<file path="src/rtl/mem_port_arbiter_if.sv">
// rtl/mem_port_arbiter_if.sv - requester, memory and debug signals of the unified memory port arbiter
interface mem_port_arbiter_if #(
  parameter int AW = 10,
  parameter int DW = 32
);
  logic          ld_req;
  logic          ld_we;
  logic [AW-1:0] ld_addr;
  logic [DW-1:0] ld_wdata;
  logic          ld_gnt;
  logic          dm_req;
  logic          dm_we;
  logic [AW-1:0] dm_addr;
  logic [DW-1:0] dm_wdata;
  logic          dm_gnt;
  logic          if_req;
  logic [AW-1:0] if_addr;
  logic          if_gnt;
  logic [2:0]    rvalid;
  logic [DW-1:0] rdata;
  logic          mem_en;
  logic          mem_we;
  logic [AW-1:0] mem_addr;
  logic [DW-1:0] mem_wdata;
  logic [DW-1:0] mem_rdata;
  logic [3:0]    starve_cnt;

  modport slave (
    input  ld_req, ld_we, ld_addr, ld_wdata,
    input  dm_req, dm_we, dm_addr, dm_wdata,
    input  if_req, if_addr,
    input  mem_rdata,
    output ld_gnt, dm_gnt, if_gnt,
    output rvalid, rdata,
    output mem_en, mem_we, mem_addr, mem_wdata,
    output starve_cnt
  );

  modport master (
    output ld_req, ld_we, ld_addr, ld_wdata,
    output dm_req, dm_we, dm_addr, dm_wdata,
    output if_req, if_addr,
    output mem_rdata,
    input  ld_gnt, dm_gnt, if_gnt,
    input  rvalid, rdata,
    input  mem_en, mem_we, mem_addr, mem_wdata,
    input  starve_cnt
  );
endinterface

</file>
<file path="src/rtl/mem_port_arbiter.sv">
// rtl/mem_port_arbiter.sv - single-port memory arbiter for loader, load/store and fetch with fetch anti-starvation
module mem_port_arbiter #(
  parameter int AW         = 10,
  parameter int DW         = 32,
  parameter int STARVE_MAX = 4
) (
  input  logic              clk1,
  input  logic              rst,
  mem_port_arbiter_if.slave bus
);
  localparam logic [3:0] STARVE_TH = 4'(STARVE_MAX);

  logic          ld_gnt;
  logic          dm_gnt;
  logic          if_gnt;
  logic          mem_we;
  logic [AW-1:0] mem_addr;
  logic [DW-1:0] mem_wdata;
  logic [3:0]    cnt_d;
  logic [3:0]    cnt_q;
  logic          boost_d;
  logic          boost_q;
  logic [2:0]    rvalid_d;
  logic [2:0]    rvalid_q;

  // Grants depend only on requests and registered boost, never on mem_rdata.
  always_comb begin
    ld_gnt = 1'b0;
    dm_gnt = 1'b0;
    if_gnt = 1'b0;
    if (!rst) begin
      if (bus.ld_req) begin
        ld_gnt = 1'b1;
      end else if (bus.if_req && (boost_q || !bus.dm_req)) begin
        if_gnt = 1'b1;
      end else if (bus.dm_req) begin
        dm_gnt = 1'b1;
      end
    end
  end

  always_comb begin
    mem_we    = 1'b0;
    mem_addr  = bus.if_addr;
    mem_wdata = bus.dm_wdata;
    if (ld_gnt) begin
      mem_we    = bus.ld_we;
      mem_addr  = bus.ld_addr;
      mem_wdata = bus.ld_wdata;
    end else if (dm_gnt) begin
      mem_we    = bus.dm_we;
      mem_addr  = bus.dm_addr;
      mem_wdata = bus.dm_wdata;
    end
  end

  always_comb begin
    cnt_d = cnt_q;
    if (if_gnt || !bus.if_req) begin
      cnt_d = 4'd0;
    end else if (cnt_q != 4'hF) begin
      cnt_d = cnt_q + 4'd1;
    end
    boost_d  = (cnt_d >= STARVE_TH);
    rvalid_d = {ld_gnt & ~bus.ld_we, dm_gnt & ~bus.dm_we, if_gnt};
  end

  always_ff @(posedge clk1 or posedge rst) begin
    if (rst) begin
      cnt_q    <= 4'd0;
      boost_q  <= 1'b0;
      rvalid_q <= 3'b000;
    end else begin
      cnt_q    <= cnt_d;
      boost_q  <= boost_d;
      rvalid_q <= rvalid_d;
    end
  end

  assign bus.ld_gnt     = ld_gnt;
  assign bus.dm_gnt     = dm_gnt;
  assign bus.if_gnt     = if_gnt;
  assign bus.mem_en     = ld_gnt | dm_gnt | if_gnt;
  assign bus.mem_we     = mem_we;
  assign bus.mem_addr   = mem_addr;
  assign bus.mem_wdata  = mem_wdata;
  assign bus.rvalid     = rvalid_q;
  assign bus.rdata      = bus.mem_rdata;
  assign bus.starve_cnt = cnt_q;
endmodule

</file>
<file path="src/flat_wrapper.sv">
// flat-port wrapper written by rule: the top's interface ports become plain ports
module mem_port_arbiter_flat 
#(
  parameter int AW         = 10,
  parameter int DW         = 32,
  parameter int STARVE_MAX = 4
)
  (clk1, rst, bus_ld_req, bus_ld_we, bus_ld_addr, bus_ld_wdata, bus_dm_req, bus_dm_we, bus_dm_addr, bus_dm_wdata, bus_if_req, bus_if_addr, bus_mem_rdata, bus_ld_gnt, bus_dm_gnt, bus_if_gnt, bus_rvalid, bus_rdata, bus_mem_en, bus_mem_we, bus_mem_addr, bus_mem_wdata, bus_starve_cnt);
  mem_port_arbiter_if #(.AW(AW), .DW(DW)) bus_i ();
  input  logic clk1;
  input  logic rst;
  input wire logic [$bits(bus_i.ld_req)-1:0] bus_ld_req;
  input wire logic [$bits(bus_i.ld_we)-1:0] bus_ld_we;
  input wire logic [$bits(bus_i.ld_addr)-1:0] bus_ld_addr;
  input wire logic [$bits(bus_i.ld_wdata)-1:0] bus_ld_wdata;
  input wire logic [$bits(bus_i.dm_req)-1:0] bus_dm_req;
  input wire logic [$bits(bus_i.dm_we)-1:0] bus_dm_we;
  input wire logic [$bits(bus_i.dm_addr)-1:0] bus_dm_addr;
  input wire logic [$bits(bus_i.dm_wdata)-1:0] bus_dm_wdata;
  input wire logic [$bits(bus_i.if_req)-1:0] bus_if_req;
  input wire logic [$bits(bus_i.if_addr)-1:0] bus_if_addr;
  input wire logic [$bits(bus_i.mem_rdata)-1:0] bus_mem_rdata;
  output wire logic [$bits(bus_i.ld_gnt)-1:0] bus_ld_gnt;
  output wire logic [$bits(bus_i.dm_gnt)-1:0] bus_dm_gnt;
  output wire logic [$bits(bus_i.if_gnt)-1:0] bus_if_gnt;
  output wire logic [$bits(bus_i.rvalid)-1:0] bus_rvalid;
  output wire logic [$bits(bus_i.rdata)-1:0] bus_rdata;
  output wire logic [$bits(bus_i.mem_en)-1:0] bus_mem_en;
  output wire logic [$bits(bus_i.mem_we)-1:0] bus_mem_we;
  output wire logic [$bits(bus_i.mem_addr)-1:0] bus_mem_addr;
  output wire logic [$bits(bus_i.mem_wdata)-1:0] bus_mem_wdata;
  output wire logic [$bits(bus_i.starve_cnt)-1:0] bus_starve_cnt;
  assign bus_i.ld_req = bus_ld_req;
  assign bus_i.ld_we = bus_ld_we;
  assign bus_i.ld_addr = bus_ld_addr;
  assign bus_i.ld_wdata = bus_ld_wdata;
  assign bus_i.dm_req = bus_dm_req;
  assign bus_i.dm_we = bus_dm_we;
  assign bus_i.dm_addr = bus_dm_addr;
  assign bus_i.dm_wdata = bus_dm_wdata;
  assign bus_i.if_req = bus_if_req;
  assign bus_i.if_addr = bus_if_addr;
  assign bus_i.mem_rdata = bus_mem_rdata;
  assign bus_ld_gnt = bus_i.ld_gnt;
  assign bus_dm_gnt = bus_i.dm_gnt;
  assign bus_if_gnt = bus_i.if_gnt;
  assign bus_rvalid = bus_i.rvalid;
  assign bus_rdata = bus_i.rdata;
  assign bus_mem_en = bus_i.mem_en;
  assign bus_mem_we = bus_i.mem_we;
  assign bus_mem_addr = bus_i.mem_addr;
  assign bus_mem_wdata = bus_i.mem_wdata;
  assign bus_starve_cnt = bus_i.starve_cnt;
  mem_port_arbiter #(.AW(AW), .DW(DW), .STARVE_MAX(STARVE_MAX)) u_core (.clk1(clk1), .rst(rst), .bus(bus_i));
endmodule
</file>
<file path="config.mk">
export PLATFORM = sky130hd
export DESIGN_NAME = mem_port_arbiter_flat
export DESIGN_NICKNAME = d
export VERILOG_FILES = /design/src/rtl/mem_port_arbiter_if.sv /design/src/rtl/mem_port_arbiter.sv /design/src/flat_wrapper.sv
export SDC_FILE = /design/constraint.sdc
export NUM_CORES = 1
export LEC_CHECK = 0
export ABC_AREA = 0
export CAP_MARGIN = 20
export CORE_AREA = 2 2 85 87
export DETAILED_ROUTE_END_ITERATION = 10
export DIE_AREA = 0 0 87 89
export GPL_TIMING_DRIVEN = 0
export HOLD_SLACK_MARGIN = 0.06
export PLACE_DENSITY = 0.75
export SLEW_MARGIN = 25
export SYNTH_ARGS = -nofsm -noshare
export SYNTH_HDL_FRONTEND = slang
export SYNTH_SLANG_ARGS = --single-unit
</file>
<file path="constraint.sdc">
create_clock -name clk1 -period 3 [get_ports clk1]
set_clock_uncertainty 0.05 [all_clocks]
set_input_delay 0.3 -clock clk1 [delete_from_list [all_inputs] [get_ports clk1]]
set_output_delay 0.3 -clock clk1 [all_outputs]
set_load 0.05 [all_outputs]
</file>
==> results of run 1 <==
sequential cells by signal, summed over array words and instances, names as in the netlist:
name                   count
u_core.bus.starve_cnt      4
u_core.bus.rvalid          3
u_core.boost_q             1
worst paths after layout:
kind                                                     from                                  to  slack [ns]  depth (start not counted)
hold / removal                                            rst            u_core.boost_q$_DFF_PP0_        0.38                          2
min in group clk1          u_core.bus.starve_cnt[3]$_DFF_PP0_            u_core.boost_q$_DFF_PP0_        0.54                          1
max in group asynchronous                                 rst  u_core.bus.starve_cnt[1]$_DFF_PP0_        2.28                          2
hold reg to reg            u_core.bus.starve_cnt[3]$_DFF_PP0_            u_core.boost_q$_DFF_PP0_        0.54                          1
setup / recovery                                   bus_if_req                     bus_mem_addr[0]        0.18                          6
setup reg to reg           u_core.bus.starve_cnt[0]$_DFF_PP0_            u_core.boost_q$_DFF_PP0_        1.75                          4
kinds of logic after synthesis:
logic type                 share of synthesized area (%)
xor gates and xnor gates                           0.632
adders and majority gates                          0.902
DFF                                                 14.4
and+or+nand+nor                                     44.6
AOI/OAI and AO/OA                                   12.2
muxes                                              0.722
buffers and inverters                               26.5
metal layers:
| layer | wire length (um) | global-route usage, % |
|---|---|---|
| met5 | 0 | 0 |
| met4 | 72 | 4.26 |
| met3 | 543 | 2.95 |
| met2 | 3650 | 30.0 |
| met1 | 2670 | 18.5 |
layout make-up:
type                    instances  area, um^2  area share, %
well taps                      80         100           2.95
multi-input cells             163         818           24.1
clock buffers                   3        41.3           1.22
repair buffers                186        1860           54.9
flip-flops and latches          8         200           5.91
plain buffers                  45         352           10.4
inverters                       3        16.3          0.480
synthesized netlist by cell type (2+ instances only):
| library cell | instances |
|---|---|
| sky130_fd_sc_hd__a211oi_1 | 2 |
| sky130_fd_sc_hd__buf_2 | 2 |
| sky130_fd_sc_hd__buf_4 | 35 |
| sky130_fd_sc_hd__buf_6 | 5 |
| sky130_fd_sc_hd__clkbuf_1 | 2 |
| sky130_fd_sc_hd__dfrtp_1 | 8 |
| sky130_fd_sc_hd__inv_1 | 2 |
| sky130_fd_sc_hd__nand2_1 | 111 |
| sky130_fd_sc_hd__nand2_2 | 7 |
| sky130_fd_sc_hd__nand3_1 | 2 |
| sky130_fd_sc_hd__nand4_1 | 10 |
| sky130_fd_sc_hd__nor2_1 | 5 |
| sky130_fd_sc_hd__nor3_1 | 2 |
| sky130_fd_sc_hd__o211ai_2 | 9 |
power by group through the flow:
stage               clock [mW]  combinational, mW  sequential (mW)
floorplan                    0              0.410            0.135
global placement             0              0.731            0.120
global route             0.136              0.767            0.120
CTS                      0.130              0.739            0.119
finish                   0.129              0.734            0.119
detailed placement           0              0.736            0.120
==> run_results.csv, run 1 <==
group,metric,value,unit
final_layout,final.fill_count,633,
power_and_ir_drop,p_sw,464,uW
final_layout,nets,544,
cts,cts-buffers-inserted,3,
yosys,synth_edf_count,0,
sta,fin_worst_hold_slack,0.382,ns
drt,drtPass1Iterations,4,
sta,hold_violations,0,
sta,rsz0062_at_grt,"false",
worst_setup_path,worstPathRequired,2.65,ns
power_and_ir_drop,max-vdd-ir-drop,0.245,mV
drt,postRouteAntennaNets,0,
worst_setup_path,worst-setup-path-type,"primary input to primary output",
final_layout,final_area,0.00339,mm^2
power_and_ir_drop,power.density_cell_area,290,mW/mm^2
yosys,synth_sequential_area_ratio,14.4,%
placement,buffer_ports.inserted,186,
drt,num_vias,2059,
cts,insertion_delay,0.23,ns
power_and_ir_drop,register_share_of_total_power,12.1,%
die,initial_cell_density_of_the_core,20.6,%
cts,clock_tree.buffer_depth,2,
die,floorplan.die_area,0.00774,mm^2
cts,tritoncts,"yes",
worst_setup_path,worstPathCellList,"clkdlybuf4s50_1 -> nand2_1 -> clkbuf_1 -> nand4_1 -> o211ai_2 -> clkdlybuf4s50_1",
grt,grt_start_max_net_pins,11,
final_layout,layout.core_utilization,50.4,%
drt,drtIter0Drc,46,
yosys,netlist_area,0.00139,mm^2
final_layout,final_cell_count_without_fillers,488,
worst_setup_path,timing.critical_path.arrival,2.47,ns
power_and_ir_drop,cellLeakagePower,1.54,nW
outcome,outcome,"finished clean",
yosys,synth_top_cell_area_share,30.1,%
final_layout,drive_above_1_share,16.7,%
final_layout,insertedDiodeCount,0,
cts,cts.reportedPaths.clkPinSlew,0.04,ns
worst_setup_path,critical_path.max_fanout,10,
yosys,synth_seq_cells,8,
grt,grt_antenna_before_repair,0,
power_and_ir_drop,fin_total_pwr,982,uW
sta,final_period_minus_worst_setup_slack,2.82,ns
sta,final.setup.tns,0,ns
placement,postPlaceCellArea,0.00335,mm^2
final_layout,final_common_cell,"sky130_fd_sc_hd__clkdlybuf4s50_1",
worst_setup_path,endpoint_kind,"primary output",
power_and_ir_drop,netSwitchingFraction,47.2,%
sta,setup-violations-final,0,
worst_setup_path,critical_path.most_common_cell,"sky130_fd_sc_hd__clkdlybuf4s50_1",
grt,grt_pass1_vias,1982,
cts,post_cts.resized_instances,0,
worst_setup_path,cp_top_family,"buffers and inverters",
yosys,ys_warn_count,0,
sta,worst_slew_margin_rel,62.5,%
worst_setup_path,critical_path.n_buffers_inverters,3,
final_layout,syn2layout_area_growth,144,%
sta,worst_slack,0.185,ns
drt,post_drt_wl_per_cell,14.2,um
power_and_ir_drop,cellInternalPower,518,uW
yosys,yosys_most_used_dff,"sky130_fd_sc_hd__dfrtp_1",
placement,dp_hpwl,5930,um
yosys,synth_area_per_cell,6.33,um^2
sta,post-route-period-util,93.8,%
yosys,asyncSetResetFlopFracSynth,100,%
worst_setup_path,crit_slowest_cell,"sky130_fd_sc_hd__clkdlybuf4s50_1",
sta,worst-slew-pin-transition,0.561,ns
sta,achievable-frequency,355,MHz
placement,gpl.final_weighted_congestion,0.855,
cts,cts.sink_count,8,
yosys,synthesized_instance_count,219,
cts,clockRootBuffer,"sky130_fd_sc_hd__clkbuf_8",
drt,drt-total-wl,6940,um
grt,grt_overflow_total,0,
cts,cts.repair_timing.setup_buffer_count,0,
die,die_w,87,um
yosys,synthDistinctLibCells,31,
cts,post_cts_hold_buffer_count,0,
drt,routed_via_density,4.22,
worst_hold_path,hold_path_class,"primary input to async pin",
cts,clock_tree.htree_level_count,1,
yosys,library_cell_occupying_the_most_area_in_the_post_synthesis_netlist,"sky130_fd_sc_hd__nand2_1",
job,cap_violations,0,
yosys,synth_area_leaders,"sky130_fd_sc_hd__nand2_1 (30%), sky130_fd_sc_hd__buf_4 (19%), sky130_fd_sc_hd__dfrtp_1 (14%)",
power_and_ir_drop,clockPowerShare,13.1,%
placement,placement.setup.worst_slack,0.233,ns
die,std_cell_rows,30,
grt,grt_first_pass_wirelength,9850,um
placement,place.detailed.instances,485,
drt,remaining_routing_drc_violations,0,
sta,number_of_max_slew_violations_in_the_final_report,0,
worst_setup_path,critPathLaunchType,"primary input",
die,die_h,89,um
yosys,syn-num-nets,353,
worst_setup_path,critical-path-max-stage-delay,0.86,ns
die,floorplan.core_area,0.00672,mm^2
final_layout,commonest_non_fill_non_tap_cells_in_the_layout,"sky130_fd_sc_hd__clkdlybuf4s50_1 (186), sky130_fd_sc_hd__nand2_1 (111), sky130_fd_sc_hd__buf_4 (35)",
die,number_of_top_level_pins,219,
grt,grtUsageTotal,16.0,%
power_and_ir_drop,power.combinational.fraction,74.8,%
Power figures use the tool's default switching activity.
==> run 2: changes to the inputs <==
--- a/config.mk
+++ b/config.mk
@@ -8,11 +8,13 @@
 export ABC_AREA = 0
 export CAP_MARGIN = 20
 export CORE_AREA = 2 2 85 87
+export CTS_CLUSTER_DIAMETER = 80
 export DETAILED_ROUTE_END_ITERATION = 10
 export DIE_AREA = 0 0 87 89
 export GPL_TIMING_DRIVEN = 0
 export HOLD_SLACK_MARGIN = 0.06
 export PLACE_DENSITY = 0.75
+export SETUP_SLACK_MARGIN = 0.5
 export SLEW_MARGIN = 25
 export SYNTH_ARGS = -nofsm -noshare
 export SYNTH_HDL_FRONTEND = slang
==> run 2 against run 1 <==
Compared with the run above: clock-buffer cell count stayed put; critical endpoint is now bus_mem_addr[7]; die area stayed put; final cell count stayed put; design area shrank 1.8%; combinational power is 5.0% lower; largest power group unchanged; worst hold slack barely moved; first-iteration DRC count down 13%; core utilization fell by 0.91 points; largest cell class unchanged; sequential power hardly changed; highest routed layer unchanged; register-to-register slack hardly changed; worst setup slack better by 0.41 ns; sequential share of layout area increased by 0.11 points.
==> run_results.csv, run 2 (synthesized netlist as in run 1, its figures left out) <==
group,metric,value,unit
sta,final.setup.tns,0,ns
power_and_ir_drop,p_sw,462,uW
drt,postRouteAntennaNets,0,
grt,grt_overflow_total,0,
cts,tritoncts,"yes",
final_layout,insertedDiodeCount,0,
placement,gpl.final_weighted_congestion,0.855,
cts,clockRootBuffer,"sky130_fd_sc_hd__clkbuf_8",
worst_setup_path,r2r_start,"u_core.bus.starve_cnt[0]$_DFF_PP0_",
outcome,outcome,"finished clean",
cts,post_cts_hold_buffer_count,0,
worst_setup_path,endpoint_kind,"primary output",
die,std_cell_rows,30,
sta,final_period_minus_worst_setup_slack,2.41,ns
die,floorplan.core_area,0.00672,mm^2
power_and_ir_drop,power.combinational.fraction,73.8,%
worst_setup_path,critical-path-max-stage-delay,0.52,ns
final_layout,nets,544,
placement,placement.setup.worst_slack,0.233,ns
power_and_ir_drop,clockPowerShare,13.6,%
power_and_ir_drop,register_share_of_total_power,12.6,%
placement,buffer_ports.inserted,186,
sta,setup-violations-final,0,
worst_setup_path,critical_path.max_fanout,10,
power_and_ir_drop,power.density_cell_area,284,mW/mm^2
die,floorplan.die_area,0.00774,mm^2
final_layout,drive_above_1_share,17.4,%
cts,cts.sink_count,8,
power_and_ir_drop,cellInternalPower,482,uW
worst_hold_path,hold_path_class,"primary input to async pin",
worst_setup_path,critical_path.reg2reg.endpoint,"u_core.boost_q$_DFF_PP0_",
worst_setup_path,ff_to_ff_path_depth,4,
power_and_ir_drop,cellLeakagePower,1.63,nW
cts,clock_tree.htree_level_count,1,
sta,post-route-period-util,80.3,%
job,cap_violations,0,
sta,number_of_max_slew_violations_in_the_final_report,0,
sta,worst_slew_margin_rel,64.0,%
worst_setup_path,crit_slowest_cell,"sky130_fd_sc_hd__clkdlybuf4s15_1",
grt,grt_start_max_net_pins,11,
placement,dp_hpwl,5930,um
cts,cts-buffers-inserted,3,
die,initial_cell_density_of_the_core,20.6,%
worst_setup_path,worstPathRequired,2.65,ns
drt,num_vias,2058,
final_layout,largest_register_ffs,4,
worst_setup_path,worstPathCellList,"clkdlybuf4s50_1 -> nand2_1 -> clkbuf_1 -> nand4_1 -> o211ai_2 -> clkdlybuf4s15_1",
die,number_of_top_level_pins,219,
final_layout,final.fill_count,656,
final_layout,syn2layout_area_growth,140,%
drt,routed_via_density,4.22,
sta,worst-slew-pin-transition,0.538,ns
worst_setup_path,setup_slack_of_the_most_critical_reg_to_reg_path,1.75,ns
power_and_ir_drop,netSwitchingFraction,48.9,%
sta,achievable-frequency,415,MHz
final_layout,commonest_non_fill_non_tap_cells_in_the_layout,"sky130_fd_sc_hd__clkdlybuf4s50_1 (141), sky130_fd_sc_hd__nand2_1 (111), sky130_fd_sc_hd__dlygate4sd2_1 (39)",
drt,remaining_routing_drc_violations,0,
power_and_ir_drop,max-vdd-ir-drop,0.245,mV
cts,clock_tree.buffer_depth,2,
final_layout,final_common_cell,"sky130_fd_sc_hd__clkdlybuf4s50_1",
cts,cts.reportedPaths.clkPinSlew,0.04,ns
die,die_h,89,um
grt,grtUsageTotal,16.0,%
worst_setup_path,timing.critical_path.arrival,2.06,ns
worst_setup_path,worst-setup-path-type,"primary input to primary output",
drt,drt-total-wl,6930,um
sta,hold_violations,0,
drt,drtPass1Iterations,4,
sta,worst_slack,0.591,ns
cts,insertion_delay,0.23,ns
grt,grt_first_pass_wirelength,9880,um
drt,drtIter0Drc,40,
die,die_w,87,um
drt,post_drt_wl_per_cell,14.2,um
sta,rsz0062_at_grt,"false",
grt,grt_antenna_before_repair,0,
worst_setup_path,critPathLaunchType,"primary input",
grt,grt_pass1_vias,1976,
-- run 2: cell types whose count changed in the layout (fill, tap and decap cells not counted), sizes merged --
cell / delta
clkdlybuf4s15: +2
dlymetal6s2s: +1
clkbuf: +3
clkdlybuf4s50: -45
dlygate4sd2: +39
-- run 2: layer usage --
layer / vias to the layer above / GRT usage (%) / share of wire (%) / wire length [um]
li1: 1046 / - / - / -
met1: 909 / 18.7 / 38 / 2660
met2: 97 / 30.2 / 53 / 3670
met3: 6 / 2.86 / 7.9 / 545
met4: 0 / 3.84 / 0.77 / 53
met5: - / 0 / 0 / 0
-- run 2: power groups by stage --
stage / Combinational, mW / Sequential, mW / Clock, mW
2_1_floorplan: 0.410 / 0.135 / 0
3_3_place_gp: 0.731 / 0.120 / 0
3_5_place_dp: 0.736 / 0.120 / 0
4_1_cts: 0.702 / 0.119 / 0.130
5_1_grt: 0.730 / 0.120 / 0.136
6_report: 0.697 / 0.119 / 0.129
-- run 2: area by class of cell --
class	count	area, um^2	share of cell area (%)
clock buffers	3	41.3	1.24
inverters	3	16.3	0.489
well taps	80	100	3.01
repair buffers	186	1800	54.1
multi-input cells	163	818	24.6
plain buffers	45	352	10.6
flip-flops and latches	8	200	6.02
-- run 2: repair_timing --
action,in CTS,in global routing
gates resized for setup,44,9
endpoints found under the setup margin,44,6
endpoints found under the hold margin,0,0
buffers inserted,0,0
-- run 2: worst max-delay path by stage --
stage / startpoint / endpoint / depth (start not counted)
6_report: bus_if_req / bus_mem_addr[7] / 6
5_1_grt: bus_if_req / bus_mem_addr[8] / 6
4_1_cts: rst / bus_ld_gnt / 6
3_5_place_dp: bus_if_req / bus_mem_addr[0] / 6
3_3_place_gp: bus_if_req / bus_mem_addr[0] / 6
2_1_floorplan: rst / bus_mem_addr[9] / 4
-- run 2: worst max-delay path, delay by kind of cell --
family | cells | cell delay, ns
and+or+nand+nor | 2 | 0.32
buffers and inverters | 3 | 1.33
AOI/OAI and AO/OA | 1 | 0.11
-- run 2: stage by stage --
stage | cells | hold WS [ns] | power (mW) | util [%] | area, um^2
2_1_floorplan | 219 | 0.0657 | 0.545 | - | 1390
3_3_place_gp | 485 | 0.527 | 0.851 | 49.8 | 3350
3_5_place_dp | 485 | 0.509 | 0.856 | 49.8 | 3350
4_1_cts | 488 | 0.397 | 0.951 | 49.6 | 3330
5_1_grt | 488 | 0.429 | 0.986 | 49.5 | 3330
6_report | 488 | 0.382 | 0.944 | 49.5 | 3330
==> run 3: changes to the inputs <==
--- a/config.mk
+++ b/config.mk
@@ -7,13 +7,13 @@
 export LEC_CHECK = 0
 export ABC_AREA = 0
 export CAP_MARGIN = 20
-export CORE_AREA = 2 2 85 87
+export CORE_AREA = 2 2 86 88
 export CTS_CLUSTER_DIAMETER = 80
 export DETAILED_ROUTE_END_ITERATION = 10
-export DIE_AREA = 0 0 87 89
+export DIE_AREA = 0 0 88 90
 export GPL_TIMING_DRIVEN = 0
 export HOLD_SLACK_MARGIN = 0.06
-export PLACE_DENSITY = 0.75
+export PLACE_DENSITY = 0.73
 export SETUP_SLACK_MARGIN = 0.5
 export SLEW_MARGIN = 25
 export SYNTH_ARGS = -nofsm -noshare
==> constraint.sdc (replaced) <==
create_clock -name clk1 -period 2.3 [get_ports clk1]
set_clock_uncertainty 0.05 [all_clocks]
set_input_delay 0.23 -clock clk1 [delete_from_list [all_inputs] [get_ports clk1]]
set_output_delay 0.23 -clock clk1 [all_outputs]
set_load 0.05 [all_outputs]
==> run 3 against run 2 <==
Compared with the run above: clock-buffer cell count unchanged; sequential cell count is the same; design area decreased by 1.8%; critical path depth decreased by 5; first-iteration DRC count is 55% lower; largest cell class unchanged; global-route usage decreased by 0.97 points; non-clock buffer count did not move; routed wire length decreased by 4.5%.
==> run_results.csv, run 3 (synthesized netlist as in run 1, its figures left out) <==
group,metric,value,unit
sta,final_period_minus_worst_setup_slack,1.76,ns
final_layout,final_common_cell,"sky130_fd_sc_hd__clkdlybuf4s50_1",
final_layout,largest_register_ffs,4,
drt,drtPass1Iterations,4,
final_layout,nets,544,
final_layout,drive_above_1_share,28.4,%
placement,place.detailed.instances,504,
sta,rsz0062_at_grt,"true",
worst_setup_path,path_depth,1,
power_and_ir_drop,fin_total_pwr,1.23,mW
placement,gpl.final_weighted_congestion,0.797,
die,die_w,88,um
grt,grt_pass1_vias,2063,
sta,fin_worst_hold_slack,0.0961,ns
worst_setup_path,endpoint_kind,"primary output",
worst_setup_path,critPathLaunchType,"flip-flop",
cts,cts.reportedPaths.clkPinSlew,0.04,ns
final_layout,layout.area.seq,200,um^2
final_layout,final_area,0.00327,mm^2
cts,cts.repair_timing.setup_buffer_count,0,
cts,clock_tree.htree_level_count,1,
drt,post_drt_wl_per_cell,13.0,um
final_layout,final_cell_count_without_fillers,507,
die,die_h,90,um
grt,grt_first_pass_wirelength,9830,um
sta,setup-violations-final,0,
worst_setup_path,worstPathRequired,2.02,ns
placement,dp_hpwl,5570,um
final_layout,syn2layout_area_growth,136,%
worst_setup_path,critical_path.reg2reg.endpoint,"u_core.boost_q$_DFF_PP0_",
die,floorplan.die_area,0.00792,mm^2
die,initial_cell_density_of_the_core,19.7,%
sta,worst-slew-pin-transition,0.530,ns
worst_setup_path,critical-path-max-stage-delay,0.84,ns
sta,hold_violations,0,
placement,postPlaceCellArea,0.00337,mm^2
worst_setup_path,worst-setup-path-type,"flip-flop to primary output",
final_layout,insertedDiodeCount,0,
worst_setup_path,critical_path.max_fanout,5,
power_and_ir_drop,clockPowerShare,13.5,%
worst_setup_path,ff_to_ff_path_depth,4,
cts,clock_tree.buffer_depth,2,
worst_setup_path,critical_path.n_buffers_inverters,1,
power_and_ir_drop,p_sw,600,uW
outcome,outcome,"finished clean",
worst_setup_path,crit_start,"u_core.bus.starve_cnt[1]$_DFF_PP0_",
placement,buffer_ports.inserted,186,
sta,worst_slew_margin_rel,64.6,%
job,cap_violations,0,
power_and_ir_drop,max-vdd-ir-drop,0.322,mV
cts,tritoncts,"yes",
drt,remaining_routing_drc_violations,0,
final_layout,final.fill_count,741,
sta,worst_slack,0.541,ns
worst_setup_path,crit_slowest_cell,"sky130_fd_sc_hd__clkdlybuf4s50_1",
drt,routed_via_density,4.12,
cts,insertion_delay,0.23,ns
sta,number_of_max_slew_violations_in_the_final_report,0,
grt,grt_antenna_before_repair,0,
power_and_ir_drop,power.combinational.fraction,73.9,%
sta,final.setup.tns,0,ns
grt,grtUsageTotal,15.0,%
power_and_ir_drop,register_share_of_total_power,12.6,%
worst_setup_path,timing.critical_path.arrival,1.48,ns
cts,cts-buffers-inserted,3,
final_layout,commonest_non_fill_non_tap_cells_in_the_layout,"sky130_fd_sc_hd__clkdlybuf4s50_1 (134), sky130_fd_sc_hd__nand2_1 (111), sky130_fd_sc_hd__buf_4 (41)",
power_and_ir_drop,power.density_cell_area,377,mW/mm^2
grt,grt_overflow_total,0,
worst_hold_path,hold_path_class,"primary input to async pin",
worst_setup_path,r2r_start,"u_core.bus.starve_cnt[0]$_DFF_PP0_",
cts,clockRootBuffer,"sky130_fd_sc_hd__clkbuf_8",
worst_setup_path,cp_top_family,"buffers and inverters",
drt,drtIter0Drc,18,
sta,achievable-frequency,568,MHz
final_layout,layout.core_utilization,46.6,%
power_and_ir_drop,netSwitchingFraction,48.6,%
die,floorplan.core_area,0.00702,mm^2
power_and_ir_drop,cellInternalPower,634,uW
power_and_ir_drop,cellLeakagePower,1.62,nW
drt,postRouteAntennaNets,0,
grt,grt_start_max_net_pins,11,
drt,drt-total-wl,6620,um
die,std_cell_rows,31,
placement,placement.setup.worst_slack,-0.273,ns
die,number_of_top_level_pins,219,
cts,post_cts_hold_buffer_count,0,
worst_setup_path,worstPathCellList,"clkdlybuf4s50_1",
cts,cts.sink_count,8,
sta,post-route-period-util,76.5,%
final_layout,multiInputGateArea,818,um^2
worst_setup_path,setup_slack_of_the_most_critical_reg_to_reg_path,0.98,ns
drt,num_vias,2089,
worst_setup_path,worstSetupEndpoint,"bus_starve_cnt[1]",
==> run 3: cell count changes in the layout (fill, tap and decap cells not counted) <==
cell and delta:
sky130_fd_sc_hd__dlygate4sd2_1 -35, sky130_fd_sc_hd__buf_2 +19, sky130_fd_sc_hd__clkbuf_4 +18, sky130_fd_sc_hd__clkdlybuf4s50_1 -7
sky130_fd_sc_hd__buf_4 +6, sky130_fd_sc_hd__clkbuf_1 -2, sky130_fd_sc_hd__clkdlybuf4s15_1 -2, sky130_fd_sc_hd__buf_6 +1
sky130_fd_sc_hd__buf_8 +1, sky130_fd_sc_hd__clkbuf_2 -1, sky130_fd_sc_hd__clkdlybuf4s15_2 +1, sky130_fd_sc_hd__dlymetal6s2s_1 +1
==> run 3: what timing repair did <==
action | CTS | global route
endpoints found under the setup margin | 47 | 29
endpoints found under the hold margin | 0 | 0
resized for setup | 232 | 38
pin swaps | 0 | 0
==> run 3: how the worst min path moves through the flow <==
stage / from / endpoint / slack, ns / depth (start not counted)
after detailed placement: u_core.bus.starve_cnt[3]$_DFF_PP0_ / u_core.boost_q$_DFF_PP0_ / 0.52 / 1
after global routing: rst / u_core.boost_q$_DFF_PP0_ / 0.14 / 2
final: rst / u_core.bus.rvalid[1]$_DFF_PP0_ / 0.1 / 2
after global placement: u_core.bus.starve_cnt[3]$_DFF_PP0_ / u_core.boost_q$_DFF_PP0_ / 0.52 / 1
after floorplan: rst / u_core.boost_q$_DFF_PP0_ / -0.004 / 1
after CTS: rst / u_core.bus.rvalid[1]$_DFF_PP0_ / 0.11 / 2
==> run 3: power by group through the flow <==
stage / Combinational [mW] / Clock [mW] / Sequential (mW)
5_1_grt: 0.955 / 0.178 / 0.156
3_5_place_dp: 0.957 / 0 / 0.157
4_1_cts: 0.900 / 0.168 / 0.155
3_3_place_gp: 0.950 / 0 / 0.156
6_report: 0.912 / 0.167 / 0.155
2_1_floorplan: 0.534 / 0 / 0.176
==> run 3: final cells by class <==
class	instances	area share [%]
plain buffers	45	11.1
clock buffers	3	1.26
inverters	3	0.498
multi-input cells	163	25.0
flip-flops and latches	8	6.13
well taps	99	3.79
repair buffers	186	52.2
==> run 3: layer usage <==
| metal | vias up | wire length (um) | share of wire [%] | global-route usage [%] |
|---|---|---|---|---|
| li1 | 1047 | - | - | - |
| met1 | 925 | 2350 | 35 | 15.8 |
| met2 | 107 | 3550 | 54 | 29.9 |
| met3 | 10 | 614 | 9.3 | 2.75 |
| met4 | 0 | 99 | 1.5 | 2.95 |
| met5 | - | 0 | 0 | 0 |
